**config.mk**
```make
export PLATFORM = sky130hd
export DESIGN_NAME = fft32_frame_ctrl
export DESIGN_NICKNAME = d
export VERILOG_FILES = /design/src/rtl/fft32_frame_ctrl_pkg.sv /design/src/rtl/fft_out_tagger.sv /design/src/rtl/fft32_frame_ctrl.sv
export SDC_FILE = /design/constraint.sdc
export NUM_CORES = 1
export LEC_CHECK = 0
export ABC_CLOCK_PERIOD_IN_PS = 3550
export BUFFER_PORTS_ARGS = -buffer_cell sky130_fd_sc_hd__buf_4
export CORE_AREA = 2 2 86 55
export DETAILED_ROUTE_END_ITERATION = 8
export DIE_AREA = 0 0 88 57
export HOLD_SLACK_MARGIN = 0.06
export PLACE_DENSITY = 0.79
export SYNTH_ARGS = -nofsm -noshare
export SYNTH_HDL_FRONTEND = slang
export SYNTH_SLANG_ARGS = --single-unit
```
**constraint.sdc**
```tcl
create_clock -name CLK -period 3.55 [get_ports CLK]
set_input_delay 0.1775 -clock CLK [delete_from_list [all_inputs] [get_ports CLK]]
set_output_delay 0.1775 -clock CLK [all_outputs]
set_load 0.05 [all_outputs]
```
**src/rtl/fft32_frame_ctrl_pkg.sv**
```systemverilog
// Shared constants and state encoding for the 32-point FFT frame sequencer.
package fft32_frame_ctrl_pkg;

    localparam int FRAME_LEN = 32;
    localparam int PAIRS     = 16;

    typedef enum logic [1:0] {
        ST_IDLE = 2'd0,
        ST_FILL = 2'd1,
        ST_PAD  = 2'd2
    } ctrl_state_e;

endpackage

```
**src/rtl/fft_out_tagger.sv**
```systemverilog
// Output labeller: in-frame pair index, start/end-of-frame flags and frame number.
module fft_out_tagger
    import fft32_frame_ctrl_pkg::*;
#(
    parameter int frame_w = 8
) (
    input  logic               CLK,
    input  logic               RST,
    input  logic               m_valid,
    input  logic               m_ready,
    output logic [3:0]         m_idx,
    output logic               m_sop,
    output logic               m_eop,
    output logic [frame_w-1:0] m_frame,
    output logic               eop_acc
);

    logic accept;

    assign accept  = m_valid & m_ready;
    assign m_sop   = (m_idx == 4'd0);
    assign m_eop   = (m_idx == 4'(PAIRS - 1));
    assign eop_acc = accept & m_eop;

    always_ff @(posedge CLK) begin
        if (RST) begin
            m_idx   <= '0;
            m_frame <= '0;
        end else if (accept) begin
            m_idx <= m_idx + 4'd1;
            if (m_eop)
                m_frame <= m_frame + 1'b1;
        end
    end

endmodule

```
**src/rtl/fft32_frame_ctrl.sv**
```systemverilog
// Frames a valid/ready sample stream into 32-sample FFT frames, owns the pipeline
// clock-enable and tags the result pairs on the way out.
module fft32_frame_ctrl
    import fft32_frame_ctrl_pkg::*;
#(
    parameter int width        = 8,
    parameter int max_inflight = 4,
    parameter int frame_w      = 8
) (
    input  logic               CLK,
    input  logic               RST,
    input  logic               s_valid,
    output logic               s_ready,
    input  logic [width-1:0]   s_re,
    input  logic [width-1:0]   s_im,
    input  logic               s_last,
    output logic               fft_ce,
    output logic               fft_valid,
    output logic [width-1:0]   fft_ar,
    output logic [width-1:0]   fft_ai,
    input  logic               fft_valid_o,
    input  logic [width-1:0]   fft_xr,
    input  logic [width-1:0]   fft_xi,
    input  logic [width-1:0]   fft_yr,
    input  logic [width-1:0]   fft_yi,
    output logic               m_valid,
    input  logic               m_ready,
    output logic [width-1:0]   m_xr,
    output logic [width-1:0]   m_xi,
    output logic [width-1:0]   m_yr,
    output logic [width-1:0]   m_yi,
    output logic [3:0]         m_idx,
    output logic               m_sop,
    output logic               m_eop,
    output logic [frame_w-1:0] m_frame,
    output logic               busy
);

    ctrl_state_e state;
    logic [4:0]  in_cnt;
    logic [3:0]  inflight;

    logic stall, at_limit, last_slot;
    logic inject_in, inject_pad, inject, drain;
    logic frame_done, eop_acc;

    // A full pipeline output that downstream refuses freezes everything.
    assign stall     = fft_valid_o & ~m_ready;
    assign at_limit  = (in_cnt == '0) & (inflight == 4'(max_inflight));
    assign last_slot = (in_cnt == 5'(FRAME_LEN - 1));

    assign s_ready    = ~stall & (state != ST_PAD) & ~at_limit;
    assign inject_in  = s_valid & s_ready & ~RST;
    assign inject_pad = (state == ST_PAD) & ~stall & ~RST;
    assign inject     = inject_in | inject_pad;
    assign frame_done = inject & last_slot;

    // Between frames with work still in the pipe, clock it with empty slots.
    assign drain = (state == ST_IDLE) & (in_cnt == '0) & (inflight != '0)
                 & ~inject_in & ~stall & ~RST;

    assign fft_ce    = inject | drain;
    assign fft_valid = inject;
    assign fft_ar    = inject_in ? s_re : '0;
    assign fft_ai    = inject_in ? s_im : '0;

    assign m_valid = fft_valid_o;
    assign m_xr    = fft_xr;
    assign m_xi    = fft_xi;
    assign m_yr    = fft_yr;
    assign m_yi    = fft_yi;

    assign busy = (inflight != '0) | (in_cnt != '0);

    always_ff @(posedge CLK) begin
        if (RST) begin
            state    <= ST_IDLE;
            in_cnt   <= '0;
            inflight <= '0;
        end else begin
            if (inject)
                in_cnt <= in_cnt + 5'd1;

            case (state)
                ST_IDLE, ST_FILL: begin
                    if (inject_in) begin
                        if (last_slot)
                            state <= ST_IDLE;
                        else if (s_last)
                            state <= ST_PAD;
                        else
                            state <= ST_FILL;
                    end
                end
                ST_PAD: begin
                    if (inject_pad && last_slot)
                        state <= ST_IDLE;
                end
                default: state <= ST_IDLE;
            endcase

            if (frame_done && !eop_acc)
                inflight <= inflight + 4'd1;
            else if (eop_acc && !frame_done)
                inflight <= inflight - 4'd1;
        end
    end

    fft_out_tagger #(
        .frame_w (frame_w)
    ) u_tagger (
        .CLK     (CLK),
        .RST     (RST),
        .m_valid (m_valid),
        .m_ready (m_ready),
        .m_idx   (m_idx),
        .m_sop   (m_sop),
        .m_eop   (m_eop),
        .m_frame (m_frame),
        .eop_acc (eop_acc)
    );

endmodule

```
## After elaboration in Yosys (flattened, before gate mapping)

Cells that the tools add are included.

| storage, ports and cells | value |
|---|---|
| flip-flop bits (word level) | 23 |
| output and inout bits | 67 |
| word-level logic and storage cells | 65 |

| cells by class | value |
|---|---|
| add/sub/neg operators | 5 |
| equality and inequality tests | 8 |
| mux-type cells | 9 |
| bitwise gates (word level) | 24 |
| reduce and logical (&&, ||, !) cells | 14 |

Operators with widths:

| kind | count |
|---|---|
| $and 1x1->1 | 16 |
| $mux 8 | 2 |
| $add 4x1->4 const B | 2 |
| $add 8x1->8 const B | 1 |
| $mux 2 | 4 |
| $mux 4 | 2 |
| $add 5x1->5 const B | 1 |
| $eq 5x5->1 const B | 1 |
| $logic_not 5->1 | 1 |
| $not 1->1 | 5 |
| $reduce_bool 5->1 | 1 |
| $eq 4x3->1 const B | 1 |
| $eq 4x4->1 const B | 1 |
| $logic_not 4->1 | 1 |
| $ne 2x2->1 const B | 2 |
| $pmux 2 s2 | 1 |
| $reduce_and 2->1 | 2 |
| $reduce_bool 4->1 | 1 |
| $sub 4x1->4 const B | 1 |
| $logic_and 1x1->1 | 3 |
| $or 1x1->1 | 3 |
| $eq 2x1->1 const B | 1 |
| $eq 2x2->1 const B | 1 |
| $logic_not 1->1 | 2 |
| other kinds (4) | 4 |

## Depth between registers and ports, before layout

| depth | value |
|---|---|
| depth after elaboration | 13 |
| mapped depth | 14 |
| depth with buffers taken out | 14 |

## Hierarchy

Synthesis repeated with hierarchy kept, for this count alone.

| unflattened totals | value |
|---|---|
| cells, all modules | 204 |
| area, all modules | 1699.1 sq um |

By module, submodules not included:

| module | instances | cells an instance | area each (sq um) |
|---|---|---|---|
| fft32_frame_ctrl | 1 | 133 | 1092.3 |
| fft_out_tagger | 1 | 71 | 606.8 |

## Worst setup path after synthesis

Ideal clock, no wire load.

| timing | value |
|---|---|
| path type | flip-flop to flip-flop |
| from | reg in_cnt[0] |
| to | reg inflight[3] |
| setup time | 0.121 ns |
| data arrival time | 3.095 ns |
| required time | 3.429 ns |
| slack | 0.335 ns |
| stages on the path, launching flop included | 15 |
| path buffers | 0 |
| period minus slack after synthesis | 3.215 ns |
| cells stage by stage | dfxtp_1 inv_1 ha_1 nor4b_4 a2111oi_4 nor2_1 inv_1 and2_1 ha_1 inv_1 ha_1 a21oi_1 a211oi_1 a31oi_1 mux2_2 |

| on the way | value |
|---|---|
| word-level cells in the longest chain between the ends | 11 |

Ends and longest elaborated chain:

| item | RTL line | text |
|---|---|---|
| start: declaration | fft32_frame_ctrl.sv:40 | `logic [4:0] in_cnt;` |
| start signal: assignment | fft32_frame_ctrl.sv:82 | `in_cnt <= in_cnt + 5'd1;` |
| $logic_not 5->1 (*) | fft32_frame_ctrl.sv:49 | `assign at_limit = (in_cnt == '0) & (inflight == 4'(max_inflight));` |
| $and 1x1->1 (*) | fft32_frame_ctrl.sv:49 |  |
| $not 1->1 (*) | fft32_frame_ctrl.sv:52 | `assign s_ready = ~stall & (state != ST_PAD) & ~at_limit;` |
| $and 1x1->1 (*) | fft32_frame_ctrl.sv:52 |  |
| $and 1x1->1 (*) (2 in a row) | fft32_frame_ctrl.sv:53 | `assign inject_in = s_valid & s_ready & ~RST;` |
| $or 1x1->1 (*) | fft32_frame_ctrl.sv:55 | `assign inject = inject_in \| inject_pad;` |
| net fft_valid | fft32_frame_ctrl.sv:18 | `output logic fft_valid,` |
| $and 1x1->1 (*) | fft32_frame_ctrl.sv:56 | `assign frame_done = inject & last_slot;` |
| $logic_not 1->1 | fft32_frame_ctrl.sv:104 | `else if (eop_acc && !frame_done)` |
| $logic_and 1x1->1 | fft32_frame_ctrl.sv:104 |  |
| $reduce_bool 2->1 (no source line) | n/a |  |
| end signal: assignment | fft32_frame_ctrl.sv:103 | `inflight <= inflight + 4'd1;` |
| end signal: assignment | fft32_frame_ctrl.sv:105 | `inflight <= inflight - 4'd1;` |
| end: declaration | fft32_frame_ctrl.sv:41 | `logic [3:0] inflight;` |

Mark *: on every way through the listed nets, which the timed path passes. The rest lies on a longest branch.
A chain may end at the register's enable or synchronous reset.

## Worst setup path after layout

| timing | value |
|---|---|
| from | reg in_cnt[0] |
| to | reg inflight[3] |

| on the way | value |
|---|---|
| word-level cells in the longest chain between the ends | 11 |

Ends and longest elaborated chain:

| item | RTL line |
|---|---|
| $logic_not 5->1 | fft32_frame_ctrl.sv:49 |
| $and 1x1->1 | fft32_frame_ctrl.sv:49 |
| $not 1->1 | fft32_frame_ctrl.sv:52 |
| $and 1x1->1 | fft32_frame_ctrl.sv:52 |
| $and 1x1->1 (2 in a row) | fft32_frame_ctrl.sv:53 |
| $or 1x1->1 | fft32_frame_ctrl.sv:55 |
| $and 1x1->1 (*) | fft32_frame_ctrl.sv:56 |
| $logic_not 1->1 | fft32_frame_ctrl.sv:104 |
| $logic_and 1x1->1 | fft32_frame_ctrl.sv:104 |
| $reduce_bool 2->1 (no source line) | n/a |

Every way passes the cells marked *; elsewhere a longest branch is shown, timed or not.

==> implementation parameters <==
Parameter                              Value

STA
  Clock period minus final worst setup slack ... 3.24 ns
  Unrepaired setup endpoints after global routing ... no
  Pins over their slew limit ... 0
  Number of endpoints with negative hold slack in the final report ... 0
  Setup TNS Final ... 0 ns
  Remaining max-slew budget at the tightest pin ... 63.9%
  Share of the clock period used by the worst path after layout ... 91.2%
  Transition time at the pin with the least slew margin ... 0.538 ns
  Final worst setup slack ... 0.311 ns
  Setup violations, final ... 0
  Maximum clock rate ... 309 MHz
  Maximum clock skew at final layout ... 0.00708 ns

Critical path
  Cell family with most CP delay ... compound AO/OA/AOI/OAI gates
  Data required time of the worst path ... 3.71 ns
  R2R cell count ... 14
  CP Cell Sequence ... inv_1 > ha_1 > nor4b_4 > a2111oi_4 > nor2_1 > inv_1 > and2_1 > ha_1 > inv_1 > ha_1 > a21oi_1 > a211oi_1 > a31oi_1 > mux2_2
  Kind of critical path ... register to register
  Critical-path top delay cell ... sky130_fd_sc_hd__a2111oi_4
  Critical Path End Type ... register
  End of the worst register-to-register path ... inflight[3]
  Buf+Inv Stages, Crit Path ... 3
  Critical Path Source Type ... register
  Critical path data arrival time ... 3.40 ns
  Reg2Reg Launch Point ... in_cnt[0]
  Max FO, Critical Path ... 7
  R2R setup slack ... 0.31 ns
  Max stage delay on crit path ... 0.50 ns

Global route
  Vias in the first global route ... 1,196
  Initial antenna violation count ... 0
  Largest net degree at the start of global routing ... 31
  Tot GR Track Use ... 13.8%
  Congestion Overflow GR ... 0
  Global-route wire length before repair ... 5440 um

Drt
  Detailed Routing Iterations Pass 1 ... 4
  Total via count in the routed design ... 1,291
  Final routed wire length divided by cell count ... 12.0 um
  Vias per std cell ... 4.59
  Wire length after detailed routing ... 3370 um
  DRC violation count after routing ... 0
  Number of violations reported at the end of detailed-routing iteration 0 ... 47
  Final ANT Viol Nets ... 0

Synth
  Post-synth top area cell ... sky130_fd_sc_hd__dfxtp_1
  Xor and xnor area share after synthesis ... 5.75%
  Area fraction in compound gates after synthesis ... 8.43%
  Post-synthesis cell count ... 197
  FF+latch count, synth ... 23
  Number of enable-type register cells in the synthesized netlist ... 0
  Library cells used by synthesis ... 41
  Mean area per synthesized cell ... 8.51 um2
  Simple-Gate Fraction of Synth Area ... 28.2%
  Combined area of all synthesized cells ... 1680 um2
  Share of synthesized registers carrying an async set or reset ... 0%
  Net count of the mapped netlist ... 261
  Ranking of synthesized cells by area ... sky130_fd_sc_hd__dfxtp_1 (27%), sky130_fd_sc_hd__buf_4 (15%), sky130_fd_sc_hd__and2_1 (7.1%)
  Top_reg_cell synth ... sky130_fd_sc_hd__dfxtp_1
  Proportion of synthesized chip area in sequential cells ... 27.5%
  Total of warnings raised by yosys ... 0
  Adder-cell share of the synthesized area ... 7.91%
  Mux contribution to synthesized area ... 3.73%
  Dominant combinational cell family by area after synthesis ... simple AND/OR/NAND/NOR gates
  Fraction of synthesized cell area taken by the top area cell type ... 27.5%
  Cell with the most instances after synthesis ... sky130_fd_sc_hd__buf_4
  Synth cell count leaders ... sky130_fd_sc_hd__buf_4 (33), sky130_fd_sc_hd__dfxtp_1 (23), sky130_fd_sc_hd__nor2_1 (20)

Worst hold path
  Hold/Removal Path Class ... input pin to register
  Worst Hold Endpoint ... state[1]
  Worst hold start ... s_last
  Cell depth of the worst min-delay path ... 3

Clock tree
  Maximum buffer depth of the clock tree ... 2
  Setup bufs post-CTS ... 0
  Clock slew at reported path FFs ... 0.08 ns
  Clk_lat worst skew ... 0.26 ns
  H-tree level count ... 1
  Number of clock sinks ... 23
  Number of hold buffers added after CTS ... 0
  Inserted Clock Buffers ... 3
  CTS Root Buffer Type ... sky130_fd_sc_hd__clkbuf_8
  Clock tree from TritonCTS ... yes
  Post-cts repair resize count ... 0

Power and ir drop
  Maximum vdd drop ... 0.183 mV
  Power per unit of standard cell area ... 302 nW/um2
  Leakage power figure ... 0.886 nW
  Total Power ... 0.589 mW

Floorplan
  Starting density of the core ... 39.0%
  I/O pin count ... 121
  Horiz. Die Dim ... 88 um
  Core region area ... 4300 um2
  Die footprint ... 5020 um2
  Die Y ... 57 um
  Standard-cell row count ... 19

Place
  Routability-driven placement congestion ratio ... 0.760
  Worst slack at placement ... 0.350 ns
  Port buffer count ... 56
  DP Wirelength ... 2700 um

Finish
  Final Util ... 45.3%
  Area Growth Syn to Fin ... 16.2%
  Layout cells sized above 1 ... 31.7%
  Final antenna diode count ... 0
  Net total in the final layout ... 283

Run
  Max-capacitance violation count ... 0

Outcome
  Status ... finished, final reports clean
## power by group
part | leakage, nW | total, mW | internal, mW | switching [mW]
Sequential | 0.186 | 0.270 | 0.264 | 0.00590
Combinational | 0.677 | 0.159 | 0.0594 | 0.0996
Clock | 0.0228 | 0.160 | 0.0800 | 0.0803
Total | 0.886 | 0.589 | 0.403 | 0.186
## tightest hold or removal path: cells and delay by family
kind	cells	cell delay (ns)
simple gates	1	0.15
buf+inv	1	0.11
compound gates	1	0.06
## state kept, by name, indices dropped and copies added, names as in the netlist
| name | cells |
|---|---|
| state | 2 |
| u_tagger.m_idx | 4 |
| in_cnt | 5 |
| u_tagger.m_frame | 8 |
| inflight | 4 |
## cell type report
type                    count  area (um2)
fillers                   432        2350
multi-input cells         125         906
flip-flops and latches     23         460
repair buffers             56         420
well taps                  63        78.8
clock buffers               4        45.0
inverters                  10        37.5
## layer usage
layer	part of all wire, %	track usage (%)	up-vias	wire length, um
met5	0	0	-	0
met4	0.42	3.08	0	14
met3	5.0	5.21	2	170
met2	46	20.3	26	1540
met1	49	19.2	600	1640
li1	-	-	663	-
## kinds of logic after synthesis
family,Yosys count
fa+ha+maj,10
xor+xnor,11
mux,6
flops,23
simple gates,79
buf+inv,49
compound gates,19
## layout by cell type (no fill, tap or decap), types with 2 or more instances in the layout
master	count
sky130_fd_sc_hd__xnor2_1	6
sky130_fd_sc_hd__or2b_1	2
sky130_fd_sc_hd__nand4_1	3
sky130_fd_sc_hd__nor2_1	20
sky130_fd_sc_hd__mux2_2	2
sky130_fd_sc_hd__nor2b_1	2
sky130_fd_sc_hd__xor2_1	5
sky130_fd_sc_hd__ha_1	9
sky130_fd_sc_hd__nand3_1	4
sky130_fd_sc_hd__nor4b_4	2
sky130_fd_sc_hd__nor4_1	3
sky130_fd_sc_hd__and2_1	19
sky130_fd_sc_hd__a21oi_1	6
sky130_fd_sc_hd__nand2_1	9
sky130_fd_sc_hd__clkbuf_8	3
sky130_fd_sc_hd__buf_4	56
sky130_fd_sc_hd__o21ai_0	5
sky130_fd_sc_hd__inv_1	10
sky130_fd_sc_hd__mux2i_1	4
sky130_fd_sc_hd__dfxtp_1	23
sky130_fd_sc_hd__nand2b_1	4
sky130_fd_sc_hd__nor3_1	3
## through the flow
stage | hold WS [ns] | area [um2] | instances
floorplan | 0.415 | 1680 | 197
global placement | 0.355 | 1900 | 277
detailed placement | 0.355 | 1900 | 277
CTS | 0.272 | 1950 | 281
global route | 0.288 | 1950 | 281
finish | 0.275 | 1950 | 281
## worst max-delay path by stage
stage | cells past startpoint | end | from | slack [ns]
6_report | 14 | inflight[3] | in_cnt[0] | 0.31
5_1_grt | 14 | inflight[3] | in_cnt[0] | 0.05
4_1_cts | 14 | inflight[3] | in_cnt[0] | 0.34
3_5_place_dp | 14 | inflight[3] | in_cnt[0] | 0.35
3_3_place_gp | 14 | inflight[3] | in_cnt[0] | 0.49
2_1_floorplan | 14 | inflight[3] | in_cnt[0] | 0.33
Note: power is estimated with default switching activity, not from simulation.
